==> src/rtl/ingress_reset_sequencer.sv <==
`timescale 1ns/1ps
`default_nettype none
// ============================================================================
// Module   : ingress_reset_sequencer
// Purpose  : Enables ingress domain clocks, then releases each domain's reset
//            after a per-domain delay; warm reset re-runs the release order.
// Revision : 1.0  initial release
// ============================================================================
module ingress_reset_sequencer #(
  parameter int NUM_DOMAINS = 2,
  parameter int CNT_W       = 16,
  parameter int CLK_LEAD    = 4,
  parameter int HOLD_CYCLES = 8
) (
  input  logic                         clock,
  input  logic                         power_good_reset_n,
  input  logic [NUM_DOMAINS-1:0]       domain_mask,
  input  logic [NUM_DOMAINS*CNT_W-1:0] dly_cfg,
  input  logic                         warm_reset_req,
  output logic                         warm_reset_ack,
  output logic [NUM_DOMAINS-1:0]       enable_clock,
  output logic [NUM_DOMAINS-1:0]       domain_reset,
  output logic                         seq_busy,
  output logic                         seq_done
);

  localparam int               IDX_W       = (NUM_DOMAINS > 1) ? $clog2(NUM_DOMAINS) : 1;
  localparam logic [CNT_W-1:0] C_LEAD_LAST = CNT_W'(CLK_LEAD - 1);
  localparam logic [CNT_W-1:0] C_HOLD_LAST = CNT_W'(HOLD_CYCLES - 1);
  localparam logic [IDX_W-1:0] C_IDX_LAST  = IDX_W'(NUM_DOMAINS - 1);

  typedef enum logic [2:0] {
    ST_RESET     = 3'd0,
    ST_CLK_EN    = 3'd1,
    ST_RELEASE   = 3'd2,
    ST_DONE      = 3'd3,
    ST_WARM_HOLD = 3'd4
  } state_t;

  state_t                 r_state, w_state_nxt;
  logic [IDX_W-1:0]       r_idx, w_idx_nxt, w_idx_inc;
  logic [CNT_W-1:0]       r_cnt, w_cnt_nxt;
  logic [CNT_W-1:0]       r_dly, w_dly_nxt;
  logic [NUM_DOMAINS-1:0] r_mask, w_mask_nxt;
  logic [NUM_DOMAINS-1:0] w_en_nxt, w_rst_nxt;
  logic                   w_ack_nxt, w_busy_nxt, w_done_nxt;

  logic [CNT_W-1:0] w_dly_arr [NUM_DOMAINS];

  generate
    for (genvar g = 0; g < NUM_DOMAINS; g++) begin : g_dly_view
      assign w_dly_arr[g] = dly_cfg[g*CNT_W +: CNT_W];
    end
  endgenerate

  assign w_idx_inc = r_idx + IDX_W'(1);

  always_ff @(posedge clock or negedge power_good_reset_n) begin
    if (!power_good_reset_n) begin
      r_state        <= ST_RESET;
      r_idx          <= '0;
      r_cnt          <= '0;
      r_dly          <= '0;
      r_mask         <= '0;
      enable_clock   <= '0;
      domain_reset   <= '1;
      warm_reset_ack <= 1'b0;
      seq_busy       <= 1'b0;
      seq_done       <= 1'b0;
    end else begin
      r_state        <= w_state_nxt;
      r_idx          <= w_idx_nxt;
      r_cnt          <= w_cnt_nxt;
      r_dly          <= w_dly_nxt;
      r_mask         <= w_mask_nxt;
      enable_clock   <= w_en_nxt;
      domain_reset   <= w_rst_nxt;
      warm_reset_ack <= w_ack_nxt;
      seq_busy       <= w_busy_nxt;
      seq_done       <= w_done_nxt;
    end
  end

  always_comb begin
    w_state_nxt = r_state;
    w_idx_nxt   = r_idx;
    w_cnt_nxt   = r_cnt;
    w_dly_nxt   = r_dly;
    w_mask_nxt  = r_mask;
    w_en_nxt    = enable_clock;
    w_rst_nxt   = domain_reset;
    w_ack_nxt   = 1'b0;
    w_busy_nxt  = seq_busy;
    w_done_nxt  = seq_done;

    case (r_state)
      ST_RESET: begin
        w_state_nxt = ST_CLK_EN;
        w_mask_nxt  = domain_mask;
        w_en_nxt    = domain_mask;
        w_busy_nxt  = 1'b1;
        w_cnt_nxt   = '0;
      end

      ST_CLK_EN, ST_WARM_HOLD: begin
        if (r_cnt == ((r_state == ST_CLK_EN) ? C_LEAD_LAST : C_HOLD_LAST)) begin
          w_state_nxt = ST_RELEASE;
          w_idx_nxt   = '0;
          w_cnt_nxt   = '0;
          w_dly_nxt   = w_dly_arr[0];
        end else begin
          w_cnt_nxt = r_cnt + CNT_W'(1);
        end
      end

      // Counter stops at equality with the sampled delay, so all-ones never wraps.
      ST_RELEASE: begin
        if (!r_mask[r_idx] || (r_cnt == r_dly)) begin
          if (r_mask[r_idx]) begin
            w_rst_nxt[r_idx] = 1'b0;
          end
          if (r_idx == C_IDX_LAST) begin
            w_state_nxt = ST_DONE;
            w_done_nxt  = 1'b1;
            w_busy_nxt  = 1'b0;
          end else begin
            w_idx_nxt = w_idx_inc;
            w_cnt_nxt = '0;
            w_dly_nxt = w_dly_arr[w_idx_inc];
          end
        end else begin
          w_cnt_nxt = r_cnt + CNT_W'(1);
        end
      end

      // Unmasked domains always sit in reset, so every reset reasserts here.
      ST_DONE: begin
        if (warm_reset_req) begin
          w_state_nxt = ST_WARM_HOLD;
          w_ack_nxt   = 1'b1;
          w_mask_nxt  = domain_mask;
          w_en_nxt    = domain_mask;
          w_rst_nxt   = '1;
          w_done_nxt  = 1'b0;
          w_busy_nxt  = 1'b1;
          w_cnt_nxt   = '0;
        end
      end

      default: begin
        w_state_nxt = ST_RESET;
      end
    endcase
  end

endmodule
`default_nettype wire
==> config.mk <==
export PLATFORM = sky130hd
export DESIGN_NAME = ingress_reset_sequencer
export DESIGN_NICKNAME = d
export VERILOG_FILES = /design/src/rtl/ingress_reset_sequencer.sv
export SDC_FILE = /design/constraint.sdc
export NUM_CORES = 1
export LEC_CHECK = 0
export CAP_MARGIN = 10
export CORE_AREA = 2 2 69 71
export CTS_CLUSTER_SIZE = 30
export DETAILED_ROUTE_END_ITERATION = 10
export DIE_AREA = 0 0 71 73
export GPL_ROUTABILITY_DRIVEN = 0
export PLACE_DENSITY = 0.8
export SYNTH_ARGS = -nofsm -noshare
export SYNTH_HDL_FRONTEND = slang
export SYNTH_SLANG_ARGS = --single-unit
==> constraint.sdc <==
create_clock -name clock -period 6 [get_ports clock]
set_input_delay 1.2 -clock clock [delete_from_list [all_inputs] [get_ports clock]]
set_output_delay 1.2 -clock clock [all_outputs]
set_load 0.02 [all_outputs]
# Yosys cells after proc, flatten, opt, wreduce, memory -nomap -nowiden
# Index checks and enable logic that the tools add are counted.
dict set report word_totals {
  input_bits 37
  ff_bits 43
}
dict set report op_classes {
  n_bitwise 3
  order_cmp 3
  n_eq_ne 13
  addsub 2
  muxes 42
  reduce_logical 18
}
# operator n
set ops {}
lappend ops {{16-bit two-way mux} 10}
lappend ops {{16-bit case mux with 4 select lines} 1}
lappend ops {{16-bit case mux with 2 select lines} 1}
lappend ops {{4-bit AND reduction} 5}
lappend ops {{16-bit by 1-bit adder with 16-bit output (second input constant)} 1}
lappend ops {{16-bit == test} 1}
lappend ops {{16-bit by 3-bit == test with 1-bit output} 1}
lappend ops {{3-bit two-way mux} 5}
lappend ops {{1-bit two-way mux} 14}
lappend ops {{2-bit inequality test (second input constant)} 6}
lappend ops {{3-bit case mux with 4 select lines} 1}
lappend ops {{2-bit two-way mux} 4}
lappend ops {{2-bit case mux with 2 select lines} 2}
lappend ops {{3-bit by 2-bit == test with 1-bit output (second input constant)} 2}
lappend ops {{3-bit AND reduction} 2}
lappend ops {{2-bit nonzero test} 3}
lappend ops {{1-bit case mux with 2 select lines} 2}
lappend ops {{4-bit nonzero test} 1}
lappend ops {{3-bit by 1-bit == test with 1-bit output (second input constant)} 1}
lappend ops {{3-bit == test (second input constant)} 1}
lappend ops {{3-bit zero test} 1}
lappend ops {{3-bit inequality test (second input constant)} 1}
lappend ops {{1-bit case mux with 3 select lines} 1}
lappend ops {{3-bit nonzero test} 1}
lappend ops {{13 further kinds} 13}

# Depth between registers and ports, before layout
# Gate-level depths: netlist (run 1).
dict set report depth {
  depth_word 9
  ltp_mapped 9
  depth_no_buf 7
}

# Worst setup path before layout (run 1)
# Ideal clock, no wire load.
dict set report synth_timing {
  path_kind {input-to-reg}
  start {in warm_reset_req}
  end {reg r_cnt[10]}
  arrival_time_ns 1.981
  path_stages 6
  setup_slack_ns 3.880
  setup_time_ns 0.138
  path_cell_list {nor2b_1 nand2_1 o211ai_1 a21oi_1 clkbuf_1 a31oi_1}
}
dict set report synth_between {
  elab_chain_len 2
}
# item line
set synth_rtl {}
lappend synth_rtl {{from (decl)} 19} ;# input logic warm_reset_req,
lappend synth_rtl {{2-bit inequality test (no line)} --}
lappend synth_rtl {{3-bit AND reduction (no line)} --}
lappend synth_rtl {{to (signal assigned)} 73} ;# r_cnt <= w_cnt_nxt;
lappend synth_rtl {{to (decl)} 42} ;# logic [CNT_W-1:0] r_cnt, w_cnt_nxt;
# Every way passes these cells.
# A chain may end at the register's enable or synchronous reset.

# Final worst setup path (run 1)
dict set report layout_timing {
  start {in warm_reset_req}
  end {reg r_cnt[3]}
}
# Same word-level chain as after synthesis.

==> reports/qor.csv, run 1 <==
metric;value;unit
Mapped Nets;279;
hold bufs inserted after CTS;0;
total CTS buffers;5;
Max Buffers Root-to-Sink;2;
Critical Path End Type;register;
Die Wd;71;um
Post-layout nets;313;
Slew @ Worst Pin;0.9497;ns
status;complete, no violations;
dpl cell area;2840;sq um
Period minus WS final;2.869;ns
total core area;4536;sq um
Critical Path Fanout Max;11;
Clock Sink Count;43;
# H-tree levels;2;
Hold Crit Class;register to register;
CTS tree;yes;
Starting Density;54.54;%
hold path start;domain_reset[1]$_DFFE_PN1P_;
synth cell count leaders;41 x dfrtp_1, 17 x o22ai_1, 17 x xnor2_1;
vias;1988;
Mapped Cells;241;
pwr dens;511.2;nW/um^2
Setup Skew;0.01139;ns
Fin. Hold Viols;0;
count of unique library cells instantiated by Yosys;47;
final instance area;2958;sq um
Lkg Pwr;1.230;nW
Main synth FF type;dfrtp_1;
Die Span Y;73;um
vias per cell;6.024;
R2R Setup Slk;3.41;ns
Detail Route Antenna Nets;0;
synthesis-to-layout area growth;19.58;%
Slew Limit Fails;0;
total grt overflow;0;
max-cap violation count;0;
port buffer count;43;
Slew headroom;36.69;%
worst reg2reg startpoint;r_state[2]$_DFFE_PN0P_;
drc violations;0;
clk slew on worst S/H paths;0.09;ns
initial drt markers;189;
I/O Pins;44;
worst-skew pair later-pin latency;0.30;ns
vias in the first global route;1792;
first-pass GRT wire length;9.218;mm
Syn Area/Cell;10.26;sq um
Synth area leaders;dfrtp_1 41%, a2bb2oi_2 6.1%, xnor2_1 6.0%;
Post-CTS Setup Inserts;0;
WL per Instance;16.63;um
Routed WL;5.487;mm
worst path arrival time;3.05;ns
number of cells on the worst reg-to-reg path;5;
top cell type's share of synthesized area;41.48;%
largest net degree at the start of global routing;44;
Worst Hold Depth;2;
GR Util All Layers;22.89;%
crit share post-route;47.82;%
#FFs+latches synth;43;
terminus of the critical flop-to-flop path;r_dly[3]$_DFFE_PN0P_;
layout cells sized above 1;11.59;%
Max Freq;348.5;MHz
final setup TNS;0;ns
num rows;25;
ANT cells;0;
die area;5183;sq um
RSZ-0062 raised after global routing;no;
Min-Delay Endpoint;domain_reset[1]$_DFFE_PN1P_;
Tot Pwr;0.001512;W
final setup violation count;0;
post-synth top area cell;dfrtp_1;
Worst Setup Path Type;primary input to register;
first-pass detailed-route iteration total;4;
Worst Path Required;6.18;ns
Root Driver;clkbuf_8;
CP startpoint kind;primary input;
Worst VDD drop;0.4475;mV
yosys warns;0;
most common cell in the netlist;dfrtp_1;
Mapped Area;2474;sq um
EDFF count, synth;0;
Seq/Total Area, Yosys;43.60;%
DP HPWL;3.809;mm
Post-CTS Resized;0;
initial antenna violation count;0;
Async SR Flop Fraction;100.0;%
==> worst max-delay path, stage by stage <==
cell and delay [ns]:
clkdlybuf4s50_1 0.53, nor2b_1 0.10, nand2_1 0.09, o211ai_1 0.11, a21oi_1 0.72, o21ai_2 0.10
a22o_1 0.20
==> final cells by class <==
class	instances	area, sq um
fill	354	1578
multi-input combinational	176	1246
sequential	43	1079
timing repair buffer	43	425.4
clock buffer	6	82.58
tap	54	67.56
clock inverter	2	35.03
inverter	6	22.52
==> power by group <==
| part | switching, W | leakage [nW] | internal (W) |
|---|---|---|---|
| combinational | 0.000407 | 0.644 | 0.000375 |
| clock | 0.000103 | 0.0612 | 0.000135 |
| sequential | 0.000108 | 0.524 | 0.000384 |
| total | 0.000618 | 1.23 | 0.000894 |
==> layout by cell type (no fill, tap or decap), drive strengths merged, types with 2 or more instances in the layout <==
cell           instances
clkdlybuf4s50         42
nor4                   4
o22ai                 18
a21oi                 15
nor3                   8
or2                    5
nor3b                  2
inv                    6
clkbuf                 6
dfrtp                 41
xnor2                 17
nor2b                  3
a31oi                 10
mux2                   2
nand3                  8
nand2b                 2
nand4                  7
o21ai                 10
or3                    2
a22o                   2
a2bb2oi               16
a211o                  4
nor2                   5
nand2                 16
and3                   9
dfstp                  2
==> how the worst max path moves through the flow <==
stage	cells past startpoint	startpoint	end	slack [ns]
6_report	7	warm_reset_req	r_cnt[3]$_DFFE_PN0P_	3.13
5_1_grt	7	warm_reset_req	r_cnt[3]$_DFFE_PN0P_	3.00
4_1_cts	7	warm_reset_req	r_cnt[3]$_DFFE_PN0P_	3.20
3_5_place_dp	7	warm_reset_req	r_cnt[3]$_DFFE_PN0P_	2.89
3_3_place_gp	7	warm_reset_req	r_cnt[3]$_DFFE_PN0P_	2.91
2_1_floorplan	6	warm_reset_req	r_cnt[10]$_DFFE_PN0P_	3.88
==> metal layers <==
| layer | track usage, % | vias to the layer above | part of all wire [%] |
|---|---|---|---|
| met5 | 0 | - | 0 |
| met4 | 7.966 | 0 | 1.7 |
| met3 | 5.249 | 9 | 4.0 |
| met2 | 33.23 | 56 | 47 |
| met1 | 33.75 | 954 | 47 |
| li1 | - | 969 | - |
==> cells by family (layout without fill, tap and decap cells) <==
| group | count (synthesis) | after routing | synth area share [%] |
|---|---|---|---|
| flops | 43 | 43 | 43.60 |
| fa+ha+maj | 1 | 1 | 0.5057 |
| simple gates | 74 | 74 | 16.84 |
| compound gates | 80 | 80 | 25.34 |
| buf+inv | 22 | 57 | 6.019 |
| mux | 3 | 3 | 1.315 |
| xor+xnor | 18 | 18 | 6.373 |
==> stage by stage <==
stage | setup WS [ns] | hold WS [ns] | std cells | util [%]
floorplan | 3.880 | 0.4915 | 241 | -
global placement | 2.908 | 0.4482 | 322 | 62.62
CTS | 3.196 | 0.4628 | 330 | 65.21
finish | 3.131 | 0.4595 | 330 | 65.21
global route | 3.000 | 0.4845 | 330 | 65.21
detailed placement | 2.894 | 0.4490 | 322 | 62.62
==> sequential cells by signal, summed over array words and instances, names as in the netlist <==
| register | cells |
|---|---|
| domain_reset | 2 |
| r_idx | 1 |
| seq_busy | 1 |
| r_state | 3 |
| r_cnt | 16 |
| warm_reset_ack | 1 |
| r_mask | 2 |
| seq_done | 1 |
| r_dly | 16 |
Power figures use the tool's default switching activity.
==> run 2, diff against run 1 <==
Settings changed: CORE_AREA 2 2 69 71 to 2 2 72 74, DIE_AREA 0 0 71 73 to 0 0 74 76, PLACE_DENSITY 0.8 to 0.74.
Clock period 6 ns to 2.7 ns, I/O delays scaled along.
==> reports/qor.csv, run 2 (synthesis gave the netlist of run 1 again) <==
metric;value;unit
drc violations;0;
worst-skew pair later-pin latency;0.30;ns
Fin. Hold Viols;0;
vias per cell;5.676;
CP startpoint kind;register;
Die Span Y;76;um
number of cells on the worst reg-to-reg path;7;
ANT cells;0;
die area;5624;sq um
layout cells sized above 1;13.12;%
Die Wd;74;um
Post-layout nets;319;
DP HPWL;3.986;mm
vias in the first global route;1916;
I/O Pins;44;
Routed WL;5.578;mm
most frequent cells in the layout;42 x clkdlybuf4s50_1, 41 x dfrtp_1, 17 x xnor2_1, 17 x o22ai_1, 16 x nand2_1;
Clock Sink Count;43;
vias;1998;
first-pass GRT wire length;9.680;mm
M1 GR Usage;32.67;%
Worst VDD drop;0.7097;mV
GR Util All Layers;22.13;%
slowest stage delay, CP;0.50;ns
Slew @ Worst Pin;0.9803;ns
hold bufs inserted after CTS;0;
Critical Path Fanout Max;16;
Tot Pwr;0.003366;W
total grt overflow;0;
CP max-delay cell;a21oi_4;
most common cell after layout, fill and taps aside;clkdlybuf4s50_1;
total CTS buffers;5;
Worst Path Required;2.92;ns
crit share post-route;93.35;%
Detail Route Antenna Nets;0;
max-cap violation count;0;
Regs by FF count;r_cnt: 16 flops, r_dly: 16 flops, r_state: 3 flops;
num rows;26;
Starting Density;50.36;%
Slew headroom;34.65;%
first-pass detailed-route iteration total;4;
CTS tree;yes;
initial antenna violation count;0;
total core area;4912;sq um
Slew Limit Fails;0;
final setup TNS;0;ns
# H-tree levels;2;
synthesis-to-layout area growth;21.14;%
Max Freq;396.7;MHz
Root Driver;clkbuf_8;
Top delay family on crit path;compound AO/OA/AOI/OAI gates;
worst setup margin;0.1795;ns
Period minus WS final;2.521;ns
GRT busiest layer;met2;
pwr dens;1123;nW/um^2
initial drt markers;122;
Buf+Inv Stages, Crit Path;0;
critical-path cell list;ha_1, nor4b_1, nand4_1, nor2_1, o22ai_4, a21oi_4, a2bb2oi_1;
RSZ-0062 raised after global routing;no;
Max Buffers Root-to-Sink;2;
Setup Skew;0.005034;ns
Critical Path End Type;register;
Post-CTS Resized;0;
Lkg Pwr;1.245;nW
pre-CTS setup slack;0.2497;ns
port buffer count;43;
status;complete, no violations;
worst path arrival time;2.74;ns
WL per Instance;15.85;um
Worst Setup Path Type;register to register;
largest net degree at the start of global routing;44;
Hold Crit Class;primary input to asynchronous set/reset pin;
final setup violation count;0;
clk slew on worst S/H paths;0.08;ns
Post-CTS Setup Inserts;0;
M2 GR Usage;32.77;%
cell count along the critical path;7;
grt met3 use;4.497;%
## run 2: changes by cell type in the layout (fill, tap and decap cells not counted)
cell	change
clkbuf_1	+1
bufinv_16	-1
buf_4	+6
## run 2: where the power goes
| part | switching (W) | leakage [nW] | internal (W) |
|---|---|---|---|
| combinational | 0.000944 | 0.672 | 0.000897 |
| sequential | 0.000239 | 0.524 | 0.000854 |
| clock | 0.000225 | 0.0482 | 0.000207 |
## run 2: path summary, 6_finish.rpt
check | startpoint | to | slack [ns]
max in group asynchronous | power_good_reset_n | r_cnt[7]$_DFFE_PN0P_ | 1.70
worst min-delay path | power_good_reset_n | r_dly[6]$_DFFE_PN0P_ | 0.40
worst max-delay path | r_cnt[0]$_DFFE_PN0P_ | r_dly[15]$_DFFE_PN0P_ | 0.18
min in group clock | domain_reset[1]$_DFFE_PN1P_ | domain_reset[1]$_DFFE_PN1P_ | 0.46
worst max register to register | r_cnt[0]$_DFFE_PN0P_ | r_dly[15]$_DFFE_PN0P_ | 0.18
worst min register to register | domain_reset[1]$_DFFE_PN1P_ | domain_reset[1]$_DFFE_PN1P_ | 0.46
## run 2: area by class of cell
| class | count | area, sq um |
|---|---|---|
| repair buffers | 49 | 470.5 |
| flip-flops and latches | 43 | 1079 |
| well taps | 70 | 87.58 |
| inverters | 6 | 22.52 |
| clock inverters | 1 | 5.005 |
| fillers | 417 | 1916 |
| clock buffers | 7 | 86.33 |
| multi-input cells | 176 | 1246 |
## run 2: stage by stage
stage | hold slack (ns) | util [%] | area, sq um | instances
after floorplan | 0.2444 | - | 2474 | 241
after global placement | 0.4466 | 59.14 | 2905 | 344
after detailed placement | 0.4502 | 59.14 | 2905 | 344
after CTS | 0.4235 | 61.00 | 2997 | 352
after global routing | 0.4669 | 61.00 | 2997 | 352
final | 0.3986 | 61.00 | 2997 | 352
## run 2: layer usage
layer | wire length (um) | vias up
li1 | - | 984
met1 | 2591 | 960
met2 | 2685 | 48
met3 | 223 | 6
met4 | 77 | 0
met5 | 0 | -
==> run 3, diff against run 2 <==
==> constraint.sdc (replaced) <==
create_clock -name clock -period 2.7 [get_ports clock]
set_input_delay 0.54 -clock clock [delete_from_list [all_inputs] [get_ports clock]]
set_output_delay 0.54 -clock clock [all_outputs]
set_load 0.1 [all_outputs]
==> reports/qor.csv, run 3 (synthesis gave the netlist of run 1 again) <==
metric;value;unit
Max Buffers Root-to-Sink;2;
total core area;4912;sq um
Worst VDD drop;0.7710;mV
slowest stage delay, CP;0.47;ns
Net Sw Frac;42.73;%
# H-tree levels;2;
Hold Crit Class;primary input to asynchronous set/reset pin;
Regs by FF count;r_cnt: 16 flops, r_dly: 16 flops, r_state: 3 flops;
vias;1985;
first-pass GRT wire length;9.418;mm
Power Internal;0.002107;W
Slew Limit Fails;0;
first-pass detailed-route iteration total;4;
vias in the first global route;1964;
total CTS buffers;5;
largest net degree at the start of global routing;44;
crit share post-route;89.32;%
critical-path cell list;xnor2_1, nand4_1, nor4_4, buf_4, o22a_2, nor3_1, a211o_1;
WL per Instance;15.08;um
R2R Setup Slk;0.29;ns
final instance area;3020;sq um
hold bufs inserted after CTS;0;
Worst Path Required;2.88;ns
worst reg2reg startpoint;r_cnt[5]$_DFFE_PN0P_;
Slew headroom;36.76;%
Seq pwr share;29.6;%
Critical Path End Type;register;
initial antenna violation count;0;
terminus of the critical flop-to-flop path;r_cnt[9]$_DFFE_PN0P_;
max-cap violation count;0;
Fin. Hold Viols;0;
num rows;26;
layout cells sized above 1;15.60;%
worst path arrival time;2.59;ns
Slew @ Worst Pin;0.9487;ns
worst-skew pair later-pin latency;0.30;ns
Final Util;61.49;%
port buffer count;43;
Worst Setup Path Type;register to register;
Post-CTS Setup Inserts;0;
Hold WS;0.3834;ns
Critical Path Fanout Max;20;
initial drt markers;193;
Die Wd;74;um
CP max-delay cell;dfrtp_1;
Clock Sink Count;43;
RSZ-0062 raised after global routing;no;
synthesis-to-layout area growth;22.10;%
total grt overflow;0;
Root Driver;clkbuf_8;
clock share of power;16.1;%
NetSw;0.001572;W
Post-layout nets;319;
DP HPWL;3.807;mm
Routed WL;5.309;mm
Setup Skew;0.005222;ns
final setup TNS;0;ns
Lkg Pwr;1.266;nW
number of cells on the worst reg-to-reg path;7;
Max Freq;414.7;MHz
CTS tree;yes;
Starting Density;50.36;%
Logic pwr share;54.3;%
placed cell count;344;
I/O Pins;44;
most common cell after layout, fill and taps aside;dfrtp_1;
clk slew on worst S/H paths;0.08;ns
drc violations;0;
ANT cells;0;
GR Util All Layers;21.22;%
Period minus WS final;2.412;ns
Detail Route Antenna Nets;0;
dpl cell area;2888;sq um
vias per cell;5.639;
most frequent cells in the layout;41 x dfrtp_1, 35 x clkdlybuf4s50_1, 17 x xnor2_1, 17 x o22ai_1, 16 x nand2_1;
Die Span Y;76;um
final setup violation count;0;
final std cells w/o fill;352;
die area;5624;sq um
status;complete, no violations;
Post-CTS Resized;0;
pwr dens;1218;nW/um^2
CP startpoint kind;register;
## run 3: cell count changes in the layout (fill, tap and decap cells not counted), sizes merged
cell | before | now
buf | 7 | 14
bufinv | 0 | 2
clkbuf | 7 | 6
clkdlybuf4s50 | 42 | 35
clkinv | 1 | 0
## run 3: cell type report
class	count	area, sq um
fill	400	1892
multi-input combinational	176	1246
sequential	43	1079
timing repair buffer	49	452.9
tap	70	87.58
clock buffer	6	72.57
clock inverter	2	60.06
inverter	6	22.52
## run 3: how the worst max path moves through the flow
stage	endpoint	from	cells past startpoint	slack, ns
after floorplan	r_cnt[10]$_DFFE_PN0P_	r_mask[1]$_DFFE_PN0P_	7	0.50
after global placement	r_cnt[14]$_DFFE_PN0P_	r_cnt[0]$_DFFE_PN0P_	7	0.38
after detailed placement	r_cnt[9]$_DFFE_PN0P_	r_cnt[0]$_DFFE_PN0P_	7	0.38
after CTS	r_cnt[9]$_DFFE_PN0P_	r_cnt[5]$_DFFE_PN0P_	7	0.30
after global routing	r_cnt[14]$_DFFE_PN0P_	r_cnt[0]$_DFFE_PN0P_	7	0.1
final	r_cnt[9]$_DFFE_PN0P_	r_cnt[5]$_DFFE_PN0P_	7	0.29
## run 3: power by group through the flow
| stage | clock network (W) | registers (W) | logic (W) |
|---|---|---|---|
| after detailed placement | 0 | 0.00110 | 0.00201 |
| final | 0.000591 | 0.00109 | 0.00200 |
| after global placement | 0 | 0.00109 | 0.00199 |
| after floorplan | 0 | 0.00122 | 0.00160 |
| after global routing | 0.000623 | 0.00112 | 0.00220 |
| after CTS | 0.000600 | 0.00109 | 0.00201 |
## run 3: critical path, delay by kind of cell, from the launching register on
kind	cells	cell delay (ns)
XOR/XNOR	1	0.23
AO/OA/AOI/OAI	2	0.71
buffers and inverters	1	0.21
AND/OR/NAND/NOR	3	0.67
flip-flops	1	0.47
## run 3: metrics by stage
step,power (W),setup WS (ns)
2_1_floorplan,0.002820,0.4966
3_3_place_gp,0.003085,0.3755
3_5_place_dp,0.003107,0.3807
4_1_cts,0.003703,0.3006
5_1_grt,0.003940,0.09691
6_report,0.003679,0.2884
## run 3: routing by layer
metal | up-vias | part of all wire, % | track usage, %
met3 | 6 | 3.6 | 4.101
met4 | 0 | 1.1 | 5.636
met2 | 44 | 47 | 30.63
met5 | - | 0 | 0
met1 | 946 | 49 | 32.58
li1 | 989 | - | -
